--- config.mk ---
export PLATFORM = sky130hd
export DESIGN_NAME = ysyx_25030093_axi_arbiter
export DESIGN_NICKNAME = d
export VERILOG_FILES = /design/src/rtl/ysyx_25030093_axi_pkg.sv /design/src/rtl/ysyx_25030093_rr_arb2.sv /design/src/rtl/ysyx_25030093_axi_arbiter.sv
export SDC_FILE = /design/constraint.sdc
export NUM_CORES = 1
export LEC_CHECK = 0
export CAP_MARGIN = 10
export CORE_AREA = 2 2 183 185
export CTS_BUF_LIST = sky130_fd_sc_hd__clkbuf_16
export DETAILED_ROUTE_END_ITERATION = 8
export DIE_AREA = 0 0 185 187
export SETUP_SLACK_MARGIN = 0.05
export SYNTH_ARGS = -nofsm -noshare
export SYNTH_HDL_FRONTEND = slang
export SYNTH_SLANG_ARGS = --single-unit
--- constraint.sdc ---
create_clock -name clock -period 4.5 [get_ports clock]
set_clock_uncertainty 0.15 [all_clocks]
set_input_delay 1.125 -clock clock [delete_from_list [all_inputs] [get_ports clock]]
set_output_delay 1.125 -clock clock [all_outputs]
set_load 0.05 [all_outputs]
--- src/rtl/ysyx_25030093_axi_pkg.sv ---
// rtl/ysyx_25030093_axi_pkg.sv - shared types and AXI encodings for the two-master arbiter
package ysyx_25030093_axi_pkg;

  typedef enum logic [1:0] {
    R_IDLE = 2'd0,
    R_M0   = 2'd1,
    R_M1   = 2'd2
  } rd_state_e;

  typedef enum logic {
    W_IDLE = 1'b0,
    W_BUSY = 1'b1
  } wr_state_e;

  localparam logic [1:0] BURST_INCR = 2'b01;
  localparam logic [1:0] RESP_OKAY  = 2'b00;
  localparam logic [2:0] SIZE_B     = 3'd0;
  localparam logic [2:0] SIZE_H     = 3'd1;
  localparam logic [2:0] SIZE_W     = 3'd2;

endpackage

--- src/rtl/ysyx_25030093_rr_arb2.sv ---
// rtl/ysyx_25030093_rr_arb2.sv - two-way round-robin grant with last-winner memory
module ysyx_25030093_rr_arb2 (
  input  logic       clock,
  input  logic       reset,
  input  logic [1:0] req,
  input  logic       advance,
  output logic [1:0] grant
);

  // 0 means requester 0 won most recently; reset to 1 so requester 0 wins the first tie
  logic last_grant;

  // one-hot grant: a lone requester wins, a tie goes to whoever did not win last
  always_comb begin
    grant = req;
    if (req == 2'b11) begin
      grant = last_grant ? 2'b01 : 2'b10;
    end
  end

  // remember the winner whenever the owner accepts a grant
  always_ff @(posedge clock) begin
    if (!reset) begin
      last_grant <= 1'b1;
    end else if (advance && (req != 2'b00)) begin
      last_grant <= grant[1];
    end
  end

endmodule

--- src/rtl/ysyx_25030093_axi_arbiter.sv ---
// rtl/ysyx_25030093_axi_arbiter.sv - IFU/LSU to memory AXI4 arbiter, one read and one write in flight
module ysyx_25030093_axi_arbiter
  import ysyx_25030093_axi_pkg::*;
#(
  parameter int ADDR_W = 32,
  parameter int DATA_W = 32,
  parameter int ID_W   = 4
) (
  input  logic                clock,
  input  logic                reset,
  // m0: instruction fetch, read only
  input  logic                m0_arvalid,
  output logic                m0_arready,
  input  logic [ADDR_W-1:0]   m0_araddr,
  input  logic [ID_W-1:0]     m0_arid,
  input  logic [7:0]          m0_arlen,
  input  logic [2:0]          m0_arsize,
  input  logic [1:0]          m0_arburst,
  output logic                m0_rvalid,
  input  logic                m0_rready,
  output logic [DATA_W-1:0]   m0_rdata,
  output logic [1:0]          m0_rresp,
  output logic [ID_W-1:0]     m0_rid,
  output logic                m0_rlast,
  // m1: load/store unit
  input  logic                m1_arvalid,
  output logic                m1_arready,
  input  logic [ADDR_W-1:0]   m1_araddr,
  input  logic [ID_W-1:0]     m1_arid,
  input  logic [7:0]          m1_arlen,
  input  logic [2:0]          m1_arsize,
  input  logic [1:0]          m1_arburst,
  output logic                m1_rvalid,
  input  logic                m1_rready,
  output logic [DATA_W-1:0]   m1_rdata,
  output logic [1:0]          m1_rresp,
  output logic [ID_W-1:0]     m1_rid,
  output logic                m1_rlast,
  input  logic                m1_awvalid,
  output logic                m1_awready,
  input  logic [ADDR_W-1:0]   m1_awaddr,
  input  logic [ID_W-1:0]     m1_awid,
  input  logic [7:0]          m1_awlen,
  input  logic [2:0]          m1_awsize,
  input  logic [1:0]          m1_awburst,
  input  logic                m1_wvalid,
  output logic                m1_wready,
  input  logic [DATA_W-1:0]   m1_wdata,
  input  logic [DATA_W/8-1:0] m1_wstrb,
  input  logic                m1_wlast,
  output logic                m1_bvalid,
  input  logic                m1_bready,
  output logic [1:0]          m1_bresp,
  output logic [ID_W-1:0]     m1_bid,
  // slave side toward memory
  output logic                s_arvalid,
  input  logic                s_arready,
  output logic [ADDR_W-1:0]   s_araddr,
  output logic [ID_W-1:0]     s_arid,
  output logic [7:0]          s_arlen,
  output logic [2:0]          s_arsize,
  output logic [1:0]          s_arburst,
  input  logic                s_rvalid,
  output logic                s_rready,
  input  logic [DATA_W-1:0]   s_rdata,
  input  logic [1:0]          s_rresp,
  input  logic [ID_W-1:0]     s_rid,
  input  logic                s_rlast,
  output logic                s_awvalid,
  input  logic                s_awready,
  output logic [ADDR_W-1:0]   s_awaddr,
  output logic [ID_W-1:0]     s_awid,
  output logic [7:0]          s_awlen,
  output logic [2:0]          s_awsize,
  output logic [1:0]          s_awburst,
  output logic                s_wvalid,
  input  logic                s_wready,
  output logic [DATA_W-1:0]   s_wdata,
  output logic [DATA_W/8-1:0] s_wstrb,
  output logic                s_wlast,
  input  logic                s_bvalid,
  output logic                s_bready,
  input  logic [1:0]          s_bresp,
  input  logic [ID_W-1:0]     s_bid
);

  rd_state_e rd_state, rd_next;
  wr_state_e wr_state, wr_next;
  logic       ar_done, aw_done, w_done;
  logic [1:0] arb_req, arb_grant;
  logic       arb_advance, sel_m1, r_done;
  logic       aw_hs, w_hs, b_hs, w_busy;

  assign arb_req = {m1_arvalid, m0_arvalid};

  ysyx_25030093_rr_arb2 u_rd_arb (
    .clock   (clock),
    .reset   (reset),
    .req     (arb_req),
    .advance (arb_advance),
    .grant   (arb_grant)
  );

  // AR payload follows the owner; valid is gated separately so payload muxing is free
  assign sel_m1    = (rd_state == R_M1);
  assign s_araddr  = sel_m1 ? m1_araddr  : m0_araddr;
  assign s_arid    = sel_m1 ? m1_arid    : m0_arid;
  assign s_arlen   = sel_m1 ? m1_arlen   : m0_arlen;
  assign s_arsize  = sel_m1 ? m1_arsize  : m0_arsize;
  assign s_arburst = sel_m1 ? m1_arburst : m0_arburst;

  // R payload fans out to both masters; only the owner ever sees rvalid
  assign m0_rdata = s_rdata;
  assign m0_rresp = s_rresp;
  assign m0_rid   = s_rid;
  assign m0_rlast = s_rlast;
  assign m1_rdata = s_rdata;
  assign m1_rresp = s_rresp;
  assign m1_rid   = s_rid;
  assign m1_rlast = s_rlast;

  assign r_done = s_rvalid & s_rready & s_rlast;

  // read state register
  always_ff @(posedge clock) begin
    if (!reset) rd_state <= R_IDLE;
    else        rd_state <= rd_next;
  end

  // read next-state and handshake routing; a grant holds until the last R beat
  always_comb begin
    rd_next     = rd_state;
    arb_advance = 1'b0;
    s_arvalid   = 1'b0;
    s_rready    = 1'b0;
    m0_arready  = 1'b0;
    m1_arready  = 1'b0;
    m0_rvalid   = 1'b0;
    m1_rvalid   = 1'b0;
    case (rd_state)
      R_IDLE: begin
        arb_advance = 1'b1;
        if (arb_grant[0])      rd_next = R_M0;
        else if (arb_grant[1]) rd_next = R_M1;
      end
      R_M0: begin
        s_arvalid  = m0_arvalid & ~ar_done;
        m0_arready = s_arready & ~ar_done;
        m0_rvalid  = s_rvalid;
        s_rready   = m0_rready;
        if (s_rvalid && m0_rready && s_rlast) rd_next = R_IDLE;
      end
      R_M1: begin
        s_arvalid  = m1_arvalid & ~ar_done;
        m1_arready = s_arready & ~ar_done;
        m1_rvalid  = s_rvalid;
        s_rready   = m1_rready;
        if (s_rvalid && m1_rready && s_rlast) rd_next = R_IDLE;
      end
      default: rd_next = R_IDLE;
    endcase
  end

  // ar_done blocks a second AR from the owner; finishing the burst wins over a same-cycle AR
  always_ff @(posedge clock) begin
    if (!reset) begin
      ar_done <= 1'b0;
    end else if ((rd_state != R_IDLE) && r_done) begin
      ar_done <= 1'b0;
    end else if (s_arvalid && s_arready) begin
      ar_done <= 1'b1;
    end
  end

  // write path: AW/W pass through but each may hand off only once per B
  assign s_awvalid  = m1_awvalid & ~aw_done;
  assign m1_awready = s_awready & ~aw_done;
  assign s_awaddr   = m1_awaddr;
  assign s_awid     = m1_awid;
  assign s_awlen    = m1_awlen;
  assign s_awsize   = m1_awsize;
  assign s_awburst  = m1_awburst;
  assign s_wvalid   = m1_wvalid & ~w_done;
  assign m1_wready  = s_wready & ~w_done;
  assign s_wdata    = m1_wdata;
  assign s_wstrb    = m1_wstrb;
  assign s_wlast    = m1_wlast;
  assign m1_bvalid  = s_bvalid;
  assign s_bready   = m1_bready;
  assign m1_bresp   = s_bresp;
  assign m1_bid     = s_bid;

  assign aw_hs  = s_awvalid & s_awready;
  assign w_hs   = s_wvalid & s_wready;
  assign b_hs   = s_bvalid & s_bready;
  assign w_busy = (wr_state == W_BUSY);

  // write state register
  always_ff @(posedge clock) begin
    if (!reset) wr_state <= W_IDLE;
    else        wr_state <= wr_next;
  end

  // write next-state: busy from the first AW or W handshake until B
  always_comb begin
    wr_next = wr_state;
    case (wr_state)
      W_IDLE:  if (aw_hs || w_hs) wr_next = W_BUSY;
      W_BUSY:  if (b_hs)          wr_next = W_IDLE;
      default: wr_next = W_IDLE;
    endcase
  end

  // per-channel done flags, released together when the response retires
  always_ff @(posedge clock) begin
    if (!reset) begin
      aw_done <= 1'b0;
      w_done  <= 1'b0;
    end else if (w_busy && b_hs) begin
      aw_done <= 1'b0;
      w_done  <= 1'b0;
    end else begin
      if (aw_hs) aw_done <= 1'b1;
      if (w_hs)  w_done  <= 1'b1;
    end
  end

endmodule

==> Word-level counts from Yosys, hierarchy flattened <==
Index checks and enable logic that the tools add are counted.
{ "classes": {"eq_ne": 6, "mux": 22, "n_reduce_logical": 15, "n_bitwise": 17} }
{ "op_table": {"columns": ["cell", "n"], "rows": [
  ["32-bit two-way mux", 1],
  ["2-bit two-way mux", 7],
  ["1-bit bitwise AND", 12],
  ["1-bit logical AND", 8],
  ["8-bit two-way mux", 1],
  ["1-bit two-way mux", 7],
  ["1-bit case mux with 2 select lines", 3],
  ["2-bit case mux with 3 select lines", 1],
  ["1-bit NOT", 5],
  ["2-bit == test, second input constant", 2],
  ["4-bit two-way mux", 1],
  ["2-bit nonzero test", 2],
  ["2-bit OR reduction", 2],
  ["3-bit two-way mux", 1],
  ["3-bit inequality test, second input constant", 1],
  ["3-bit AND reduction", 1],
  ["2-bit by 1-bit == test with 1-bit output, second input constant", 1],
  ["2-bit logical NOT", 1],
  ["2-bit by 1-bit inequality test with 1-bit output, second input constant", 1],
  ["2-bit inequality test, second input constant", 1],
  ["1-bit logical OR", 1]
]} }
{ "totals": {"elab_cells": 66, "register_bits": 7, "in_bits": 243, "output_inout_bits": 231} }

==> Logic depth before layout (Yosys ltp) <==
Gate-level depths: netlist of run 1.
{ "logic_depth": {"depth_word": 6, "ltp_mapped": 6, "depth_no_buf": 5} }

==> Modules after synthesis <==
A second synthesis of run 1 with hierarchy kept.
{ "unflattened": {"hier_cells": 279, "hier_area_um2": 2322.2} }
{ "by_module_without_submodules": {"columns": ["mod", "n_inst", "seq_area_each_um2", "area_each_um2", "cells_each"], "rows": [
  ["ysyx_25030093_axi_arbiter", 1, 120.1, 2263.4, 272],
  ["ysyx_25030093_rr_arb2", 1, 20.0, 58.8, 7]
]} }

==> Worst setup path before layout of run 1 <==
No wires, ideal clock.
{ "synth_timing": {"path_kind": "input -> output", "from": "input port m1_rready", "to": "output port s_rready", "setup_slack_ns": 1.272, "cell_stages": 2, "required_time_ns": 3.225, "arrival_ns": 1.953, "n_path_buf": 0, "cell_sequence": "a22oi_1 -> nor2b_1"} }
{ "synth_between": {"elab_chain_len": 1} }
{ "synth_lines": {"columns": ["item", "line", "source"], "rows": [
  ["from (decl)", "ysyx_25030093_axi_arbiter.sv:34", "input logic m1_rready,"],
  ["1-bit case mux with 2 select lines", "ysyx_25030093_axi_arbiter.sv:140", "case (rd_state)"],
  ["to (decl)", "ysyx_25030093_axi_arbiter.sv:64", "output logic s_rready,"]
]} }
No other way between the ends.

==> Worst setup path after layout of run 1 <==
{ "layout_timing": {"from": "input port m0_arvalid", "to": "output port s_arvalid"} }
{ "layout_between": {"elab_chain_len": 2} }
{ "layout_lines": {"columns": ["item", "line", "source"], "rows": [
  ["from (decl)", "ysyx_25030093_axi_arbiter.sv:12", "input logic m0_arvalid,"],
  ["1-bit bitwise AND", "ysyx_25030093_axi_arbiter.sv:147", "s_arvalid = m0_arvalid & ~ar_done;"],
  ["1-bit case mux with 2 select lines", "ysyx_25030093_axi_arbiter.sv:140", null],
  ["to (decl)", "ysyx_25030093_axi_arbiter.sv:56", "output logic s_arvalid,"]
]} }
No other way between the ends.

==> results of run 1 <==
==> cells in the final DEF (no fill, tap or decap), drive strengths merged <==
master,Yosys,routed
mux2,50,50
nor3b,1,1
nand4,1,1
and3b,3,3
and3,1,1
nor2,4,4
clkdlybuf4s50,0,175
a211oi,1,1
dfxtp,7,7
a22o,1,1
nor2b,5,5
buf,178,1
a21oi,3,3
a22oi,1,1
a31oi,1,1
o32ai,2,2
ha,3,3
a221oi,2,2
diode,0,1
inv,4,5
nand2,3,3
clkbuf,0,3
nand3,3,3
o2111ai,1,1
and2,2,2
o21ai,1,1
==> power groups by stage <==
stage               clock network (mW)  registers (mW)  logic [mW]
finish                           0.153          0.0742       0.582
global route                     0.165          0.0755       0.608
CTS                              0.162          0.0743       0.589
detailed placement                   0          0.0754       0.586
global placement                     0          0.0749       0.581
floorplan                            0          0.0741       0.754
==> through the flow <==
| step | std cells | hold slack [ns] | worst slack (ns) | cell area (um^2) |
|---|---|---|---|---|
| after floorplan | 278 | 0.297 | 1.27 | 2330 |
| after global placement | 724 | 0.319 | 0.415 | 3320 |
| after detailed placement | 724 | 0.323 | 0.384 | 3320 |
| after CTS | 728 | 0.342 | 0.385 | 3400 |
| after global routing | 728 | 0.387 | 0.349 | 3400 |
| final | 729 | 0.339 | 0.388 | 3410 |
==> worst max path at each step <==
| stage | depth (start not counted) | end | from |
|---|---|---|---|
| after floorplan | 2 | s_rready | m1_rready |
| after global placement | 4 | s_arvalid | m1_arvalid |
| after detailed placement | 4 | s_arvalid | m0_arvalid |
| after CTS | 4 | s_arvalid | m0_arvalid |
| after global routing | 4 | s_arvalid | m0_arvalid |
| final | 4 | s_arvalid | m0_arvalid |
==> flip-flops by register name, indices dropped and copies added, names as in the netlist <==
name and cells:
w_done 1, ar_done 1, aw_done 1, w_busy 1
u_rd_arb.last_grant 1, rd_state 2
==> critical path: stages <==
cell,delay [ns]
clkdlybuf4s50_1,0.55
mux2_4,0.19
and3b_1,0.17
clkdlybuf4s50_1,0.80
==> kinds of logic (layout without fill, tap and decap cells) <==
kind of cell	Yosys count	in the layout	share of synthesized area, %
AO/OA/AOI/OAI	13	13	4.25
adder cells (fa/ha/maj)	3	3	1.61
buffers and inverters	182	184	58.1
flip-flops	7	7	6.02
multiplexers	50	50	24.4
other	0	1	0
AND/OR/NAND/NOR	23	23	5.65
==> cell type report <==
cell class | count | area [um^2] | area share [%]
Antenna cell | 1 | 2.50 | 0.0735
Clock buffer | 3 | 75.1 | 2.20
Clock inverter | 1 | 3.75 | 0.110
Inverter | 4 | 15.0 | 0.441
Multi-Input combinational cell | 89 | 837 | 24.6
Sequential cell | 7 | 140 | 4.11
Tap cell | 448 | 561 | 16.5
Timing Repair Buffer | 176 | 1770 | 52.0
==> metal layers <==
metal | GRT usage [%] | vias up | routed length [um]
met4 | 4.76 | 0 | 822
met2 | 8.14 | 205 | 4270
li1 | - | 748 | -
met5 | 0 | - | 0
met3 | 2.96 | 89 | 1520
met1 | 4.41 | 753 | 3200
==> results.md, run 1 <==
Run status:
- The run finished with clean final reports.

Power and ir drop:
- The portion of total power attributed to combinational logic is 71.9%.
- Across the VDD grid, the largest voltage drop is 0.0838 mV.
- The analysis attributes to cell leakage a power of 1.09 nW.
- The switching power as a share of total power is 45.2%.
- The power per cell area is 238 nW/um^2.
- The portion of total power attributed to sequential cells is 9.2%.
- In this run the power spent charging and discharging nets is 0.366 mW.
- The internal portion of total power is 0.444 mW.
- After layout, the design draws a total of 0.809 mW.
- The clock network burns 18.9% of the power.

Die:
- The die span in y is 187 um.
- The floorplan step defined a die boundary enclosing 34,600 um^2.
- The area of the core is 32,900 um^2.
- The top-level I/O count is 474.
- For this configuration, the core starts out at a cell density of 7.08%.
- The number of placement rows is 67.
- The width of the die is 185 um.

Timing:
- The minimum period implied by the final worst setup slack is 4.11 ns.
- The actual transition at the worst max-transition pin is 0.614 ns.
- The total count of hold-check failures in the final report is 0.
- In the final timing run, aggregate negative setup slack is 0 ns.
- Timing would allow up to 243 MHz.
- Setup repair after global routing left no endpoint under its margin.
- The final critical path takes up 91.4% of the cycle.
- The setup violation total in the final timing report is 0.
- The max-slew headroom at the worst pin is 58.9%.
- The total count of max-transition violations in the final report is 0.

Global route:
- The remaining global-route overflow is 0.
- The global-route usage over all layers is 5.08%.
- The number of antenna violations at the first check in global routing is 1.
- The number of global-route vias before repair came to 1,871.
- The first global-routing pass estimated 12.2 mm of wire.
- Entering global routing, the biggest net connects 53 pins.

Yosys:
- Summing every instance area after synthesis gives 2330 um^2.
- In the post-synthesis netlist, the biggest area contributors are buf_4 57%, mux2_2 24%, dfxtp_1 6.0%.
- The most frequent cell after synthesis is buf_4.
- Sequential cells were found to cover 6.02% of the synthesized design area.
- The number of standard cells after synthesis is 278.
- The synthesized netlist net count is 524.
- The top-area cell type share of the netlist area is 56.8%.
- The netlist uses 26 different library cells.
- The number of flip-flops and latches in the synthesized netlist is 7.
- By count the netlist is led by 176 x buf_4, 49 x mux2_2, 7 x dfxtp_1, 5 x nor2b_1.
- Among all flip-flop cells after synthesis, the most frequent one is dfxtp_1.
- Counting flops with a built-in enable in the synthesized netlist gives 0.
- The async set or reset register ratio after synthesis is 0%.
- The yosys synthesis warning count is 0.
- After synthesis, the mean cell area works out to 8.37 um^2.
- The cell taking the most area after synthesis is buf_4.

CTS:
- In this run the post-CTS setup repair buffer count came out at 0.
- The number of buffers added to fix hold violations after cts is 0.
- The insertion delay to the later sink of the worst-skew pair is 0.23 ns.
- After clock tree synthesis, the repair step resized 0 gates.
- The clock buffer count from CTS is 3.
- The clock passes through at most 2 buffers.
- The clock transition at the registers of the reported paths is 0.04 ns.
- The cell at the root of the clock tree is clkbuf_16.
- TritonCTS built the clock tree.
- The CTS sink count is 7.
- The number of levels the H-tree was split into is 1.

Placed design:
- At the end of routability-driven placement, the weighted congestion stood at 0.625.
- The HPWL after detailed placement is 8.60 mm.
- The number of input and output port buffers inserted is 175.

Min path:
- The end of the worst hold path is w_busy.
- The path class of the tightest hold or removal check is reg -> reg.
- Along the worst hold path, the cell count comes to 2.
- The startpoint identified for the worst hold timing path is w_busy.

Detailed routing:
- The detail-routed net length per standard cell is 13.5 um.
- The count of nets left with antenna violations once routing finished came out at 0.
- The number of vias in the routed layout is 1,795.
- The DRC violation total after the first TritonRoute iteration is 35.
- The number of remaining DRC errors is 0.
- The first detailed-routing pass took 4 iterations.
- The final wirelength is 9.81 mm.
- The number of vias per cell after detailed routing is 2.46.

Critical path:
- The slack of the worst reg-to-reg path is 2.86 ns.
- The startpoint kind of the worst setup timing path is a primary input.
- The required time reported for the critical path endpoint is 3.22 ns.
- The worst setup path is of the in -> out kind.
- For the worst setup path, the data arrival time is 2.84 ns.
- The endpoint of the worst-slack reg-to-reg timing path is ar_done.
- The category of the worst setup path capture point is a primary output.
- The top fanout value on the critical path is 5.
- The worst register-to-register path has a depth of 6.
- In this run the critical register-to-register path is launched from rd_state[0].

Final layout:
- Of the cells placed in the final design, the portion with a size suffix greater than 1 is 20.0%.
- Counting the fill cells in the layout gives 3,798.
- The number of nets in the layout is 527.
- The relative area change from synthesis to final layout is 46.3%.
- Cells fill 10.4% of the core in the end.

Job:
- Across the run, the number of max-cap violations was 0.
Note: power is estimated with default switching activity, not from simulation.
==> run 2, diff against run 1 <==
==> constraint.sdc (replaced) <==
create_clock -name clock -period 4.5 [get_ports clock]
set_clock_uncertainty 0.15 [all_clocks]
set_input_delay 1.35 -clock clock [delete_from_list [all_inputs] [get_ports clock]]
set_output_delay 1.35 -clock clock [all_outputs]
set_load 0.05 [all_outputs]
==> run 2 against run 1 <==
Against the previous run:
- critical path depth shrank 2
- fmax is 0.37% lower
- final cell count unchanged
- combinational power fell by 2%
- global-route usage decreased by 0.16 points
- clock-buffer cell count is the same
- first-iteration DRC count grew 2.9%
- routed wire length shrank 0.23%
- largest cell class unchanged
==> results.md, run 2 (synthesis gave the netlist of run 1 again) <==
Critical path:
- For the worst setup path, the data arrival time is 2.63 ns.
- The critical path is of the in -> out type.
- The cell with the largest stage delay on the worst path is clkdlybuf4s50_1.
- The cell type group with the largest total delay on the critical path is buffers and inverters.
- The required time reported for the critical path endpoint is 3.00 ns.
- The largest single stage delay on the critical path is 0.80 ns.
- The most prevalent standard cell on the critical path is clkdlybuf4s50_1.
- The worst setup path is captured at a primary output.
- STA classifies the critical path startpoint as a primary input.
- The top fanout value on the critical path is 2.
- Traced cell by cell, the critical path runs through clkdlybuf4s50_1 > clkdlybuf4s50_1.
- Counting both buffers and inverters, the worst setup path holds a total of 2.

Placed design:
- In this run, placement finished with an instance count of 724.
- Detailed placement finished with a half-perimeter wire length of 8.50 mm.
- The post-detailed-placement cell area is 3210 um^2.
- During placement, the flow inserted port buffers numbering 175.
- The final weighted congestion of routability-driven global placement is 0.628.

Final layout:
- The multi-input combinational cell area is 837 um^2.
- Leaving out filler cells and counting taps, the final layout contains 729.
- With fillers left out, the area of the finished cells amounts to 3290 um^2.
- Counting flops per register, the top entry is rd_state.
- In the layout the commonest cells are 113 x clkdlybuf4s50_1, 59 x buf_4, 49 x mux2_2, 7 x dfxtp_1.
- The share of final-layout standard cells stronger than drive strength 1 is 42.1%.
- The library cell used most frequently in the layout, excluding fill and tap cells, is clkdlybuf4s50_1.
- The final layout contains 527 nets.
- The flip-flop count of the largest register, all copies and words added is 2.
- The footprint of the flip-flops and latches is 140 um^2.
- After filler insertion, the fill cell instance count of the layout stands at 3,838.
- The relative area change from synthesis to final layout is 41.3%.
- The end-of-flow core utilization is 10.0%.

Detailed routing:
- The count of TritonRoute iterations in the first routing pass is 4.
- For this run, design rule violations remaining after detail routing come to 0.
- The count of nets left with antenna violations after detail routing is 0.
- The number of vias per cell after detailed routing is 2.44.
- After detailed routing, the average wire length per cell comes to 13.4 um.
- Summed over all layers, the routed wires come to 9.78 mm.
- The first routing iteration left 36 violations.
- The final route contains 1,777 vias.

Global route:
- The wire length of the first global-routing pass is 12.0 mm.
- Across every metal layer, demand over resource in global routing totals 4.92%.
- The number of global-route vias before repair is 1,802.
- Entering global routing, the biggest net connects 53 pins.
- Global routing finished with a remaining overflow of 0.
- The number of antenna violations at the first check in global routing is 1.

CTS:
- The total setup buffers inserted after CTS is 0.
- The longest clock path from root to sink contains 2 buffers.
- TritonCTS created 3 clock buffers.
- CTS built an H-tree with a depth of 1.
- The CTS sink count is 7.
- TritonCTS built the clock tree.
- The clock transition at the registers of the reported paths is 0.04 ns.
- For this design, the CTS-stage hold fixing added 0 buffers.
- After clock tree synthesis, the repair step resized 0 gates.
- The cell at the root of the clock tree is clkbuf_16.
- The insertion delay to the later sink of the worst-skew pair is 0.23 ns.

Timing:
- Setup violations remaining at the end of the flow were counted as 0.
- Setup total negative slack on the finished layout was measured at 0 ns.
- The minimum period implied by the final worst setup slack is 4.13 ns.
- Hold timing on the final database bottoms out at a slack of 0.346 ns.
- The actual transition at the worst max-transition pin is 0.491 ns.
- The max-slew headroom at the worst pin is 67.2%.
- The total count of hold-check failures in the final report is 0.
- The total count of max-transition violations in the final report is 0.
- The worst path uses 91.7% of the clock period.
- Setup repair after global routing left no endpoint under its margin.
- Based on the critical path, the design can be clocked at up to 242 MHz.

Job:
- The number of violations of the max-capacitance limit is 0.

Die:
- The die span in y is 187 um.
- In this run the horizontal extent of the chip is 185 um.
- The floorplan step defined a die boundary enclosing 34,600 um^2.
- The floorplan has 67 rows.
- The area of the core is 32,900 um^2.
- The starting utilization of the core area is 7.08%.
- The top-level I/O count is 474.

Min path:
- The worst min-delay path class is reg -> reg.

Power and ir drop:
- The power per cell area is 242 nW/um^2.
- The worst-case vdd ir drop is 0.0741 mV.
- In this run the static leakage power is 1.16 nW.

Run status:
- The flow ran to the end, and the final reports show no timing, DRC or antenna violations.
-- run 2: changes by cell type in the layout (fill, tap and decap cells not counted), sizes merged --
cell | before | now
clkdlybuf4s50 | 175 | 113
buf | 1 | 63
-- run 2: report_power, final --
group | switching [mW] | internal, mW
Clock | 0.0357 | 0.116
Sequential | 0.00506 | 0.0697
Combinational | 0.326 | 0.244
-- run 2: final cells by class --
class,count,area share [%]
timing repair buffer,176,50.3
multi-input combinational,89,25.5
tap,448,17.0
sequential,7,4.26
clock buffer,3,2.28
inverter,4,0.457
clock inverter,1,0.114
antenna,1,0.0761
-- run 2: final timing paths --
| path | to | start | cells after the start | slack (ns) |
|---|---|---|---|---|
| setup / recovery | m1_bvalid | s_bvalid | 2 | 0.37 |
| hold / removal | w_busy | w_busy | 2 | 0.35 |
| setup reg to reg | ar_done | rd_state[0] | 6 | 2.70 |
| hold reg to reg | w_busy | w_busy | 2 | 0.35 |
-- run 2: through the flow --
step                total power, mW  setup slack [ns]
detailed placement            0.649             0.376
global route                  0.835             0.335
global placement              0.643             0.363
finish                        0.797             0.373
CTS                           0.809             0.367
floorplan                     0.828             0.822
-- run 2: layer usage --
| metal | track usage, % | part of all wire (%) |
|---|---|---|
| met5 | 0 | 0 |
| met4 | 4.40 | 8.3 |
| met3 | 2.82 | 16 |
| met1 | 4.31 | 33 |
| met2 | 7.97 | 43 |
==> run 3, diff against run 2 <==
GPL_TIMING_DRIVEN = 0   (was default)
==> run 3 against run 2 <==
Against the previous run:
- final cell count grew 47%
- design area grew 95%
- non-clock buffer count grew 345
- global-route usage grew 1.8 points
- combinational power grew 100%
- routed wire length grew 35%
- die area is the same
- sequential share of layout area shrank 2.1 points
- worst setup slack lost 0.27 ns
- clock-buffer cell count is the same
- critical endpoint is now m1_wready
- largest cell class unchanged
- largest power group unchanged
- highest routed layer is now met5
==> results.md, run 3 (synthesis gave the netlist of run 1 again) <==
Global route:
- The global-route usage over all layers is 6.70%.
- The remaining global-route overflow is 0.
- Entering global routing, the biggest net connects 11 pins.
- The number of global-route vias before repair came to 3,013.
- The first global-routing pass estimated 17.4 mm of wire.
- The number of antenna violations at the first check in global routing was 3.

Critical path:
- The source of the critical timing path is s_wready.
- The most prevalent standard cell on the critical path is clkdlybuf4s50_1.
- The worst reg2reg path startpoint is rd_state[0].
- The cell with the largest stage delay on the worst path is clkdlybuf4s50_1.
- The delay contributed by the slowest stage of the critical path is 0.83 ns.
- The data arrival time of the critical path is 2.90 ns.
- STA classifies the critical path startpoint as a primary input.
- Of all nets on the critical path, the largest fanout is 2.
- Data on the critical path is required at its endpoint by 3.00 ns.
- Traced cell by cell, the critical path runs through clkdlybuf4s50_1 > nor2b_1 > clkdlybuf4s50_1.
- The worst setup path is captured at a primary output.
- The critical path is of the in -> out type.

Timing:
- Headroom to the max-slew limit came out at 59.2%.
- Setup violations remaining at the end of the flow were counted as 0.
- The total count of max-transition violations in the final report is 0.
- The minimum period implied by the final worst setup slack is 4.40 ns.
- Setup repair after global routing left no endpoint under its margin.
- After routing, the total negative slack on setup checks comes to 0 ns.
- The share of the cycle needed by the critical path after routing is 97.8%.
- The total count of hold-check failures in the final report is 0.
- Based on the critical path, the design can be clocked at up to 227 MHz.
- The worst path meets setup with 0.101 ns of slack.
- For the pin with the worst max-slew slack, the measured transition is 0.609 ns.

Die:
- Once the floorplan was initialized, standard cells occupied 7.08% of the core.
- The floorplan step defined a die boundary enclosing 34,600 um^2.
- The floorplan step defined a core boundary enclosing 32,900 um^2.
- 474 I/O pins were placed.
- Measured along the y axis, the die boundary spans 187 um.
- The width of the die is 185 um.
- The number of placement rows is 67.

CTS:
- CTS placed an instance of clkbuf_16 at the clock tree root.
- The number of levels the H-tree was split into is 1.
- The CTS sink count is 7.
- Clock-pin slew was measured on the worst setup and hold paths at 0.04 ns.
- The insertion delay to the later sink of the worst-skew pair is 0.23 ns.
- After clock tree synthesis, the flow added hold-fix buffers numbering 0.
- The clock tree from TritonCTS is done.
- The maximum count of clock buffers along a single path is 2.
- TritonCTS created 3 clock buffers.

Detailed routing:
- Summing over every cut layer, the via total after detailed routing is 3,013.
- The count of nets left with antenna violations after detail routing is 0.
- For this run, design rule violations remaining after detail routing come to 0.
- In the final routed layout, each cell accounts on average for 12.3 um.
- After detailed routing, the total wire length is 13.2 mm.
- Dividing the detail-routed via count by the number of cells gives 2.81.
- The first routing iteration left 46 violations.
- The first detailed-routing pass ran for 4 iterations.

Power and ir drop:
- VDD sags by at most 0.0790 mV.
- The power per cell area is 215 nW/um^2.
- For this design the static power due to leakage is 2.61 nW.

Job:
- The tool flagged a number of max-cap violations equal to 0.

Placed design:
- The final weighted congestion of routability-driven global placement is 0.842.
- The worst setup slack before clock tree synthesis is -0.0531 ns.
- Buffers placed on the I/O ports in this run total 343.
- The HPWL after detailed placement is 12.2 mm.

Final layout:
- The top register by number of flip-flops is rd_state.
- From synthesis to final layout, the design area changed by 175%.
- The register with the most flip-flops in the layout has 2 of them.
- Leaving out fill and tap cells, the most frequent cells in the layout are 339 x clkdlybuf4s50_1, 176 x buf_4, 49 x mux2_2, 7 x dfxtp_1.
- The fill cell instance count of the final layout is 3,654.
- The library cell used most frequently in the layout, excluding fill and tap cells, is clkdlybuf4s50_1.
- The number of nets in the layout is 872.
- In the final layout, the share of cells above drive strength 1 is 37.1%.

Min path:
- The worst min-delay path class is reg -> reg.
- The worst hold path begins at w_busy.

Run status:
- The run finished with clean final reports.
-- run 3: stage by stage --
stage / instances / hold WS [ns] / cell area [um^2] / total power [mW] / utilization (%)
2_1_floorplan: 278 / 0.297 / 2330 / 0.828 / -
3_3_place_gp: 1069 / 0.328 / 6320 / 1.23 / 19.2
3_5_place_dp: 1069 / 0.337 / 6320 / 1.23 / 19.2
4_1_cts: 1073 / 0.349 / 6390 / 1.39 / 19.5
5_1_grt: 1074 / 0.388 / 6400 / 1.43 / 19.5
6_report: 1074 / 0.352 / 6400 / 1.37 / 19.5
-- run 3: metal layers --
metal / vias to the layer above / routed length (um) / global-route usage [%]
met1: 1313 / 4810 / 7.35
met5: - / 27 / 0
met2: 249 / 6760 / 13.0
li1: 1437 / - / -
met3: 10 / 1450 / 1.60
met4: 4 / 176 / 1.19
-- run 3: path summary, 6_finish.rpt --
kind,end,slack (ns),depth (start not counted)
setup / recovery,m1_wready,0.10,3
setup reg to reg,ar_done,2.90,6
hold / removal,w_busy,0.35,2
hold reg to reg,w_busy,0.35,2
-- run 3: worst max-delay path: cells and delay by family --
kind / cells / cell delay, ns
buffers and inverters: 2 / 1.35
and+or+nand+nor: 1 / 0.19
-- run 3: power breakdown --
part	leakage [nW]	internal, mW	switching [mW]
Sequential	0.0578	0.0696	0.00475
Combinational	2.51	0.480	0.666
Clock	0.0423	0.116	0.0366
Total	2.61	0.665	0.708
-- run 3: layout make-up --
| type | instances | area (um^2) | share of cell area (%) |
|---|---|---|---|
| tap | 448 | 561 | 8.76 |
| sequential | 7 | 140 | 2.19 |
| multi-input combinational | 89 | 835 | 13.0 |
| antenna | 1 | 2.50 | 0.0391 |
| timing repair buffer | 343 | 3430 | 53.6 |
| inverter | 4 | 15.0 | 0.235 |
| buffer | 178 | 1340 | 20.9 |
| clock buffer | 3 | 75.1 | 1.17 |
| clock inverter | 1 | 3.75 | 0.0587 |
-- run 3: repair_timing --
| item | in CTS | in global routing |
|---|---|---|
| gates resized for setup | 4 | 0 |
| setup buffers | 0 | 0 |
| setup endpoints to repair | 4 | 0 |
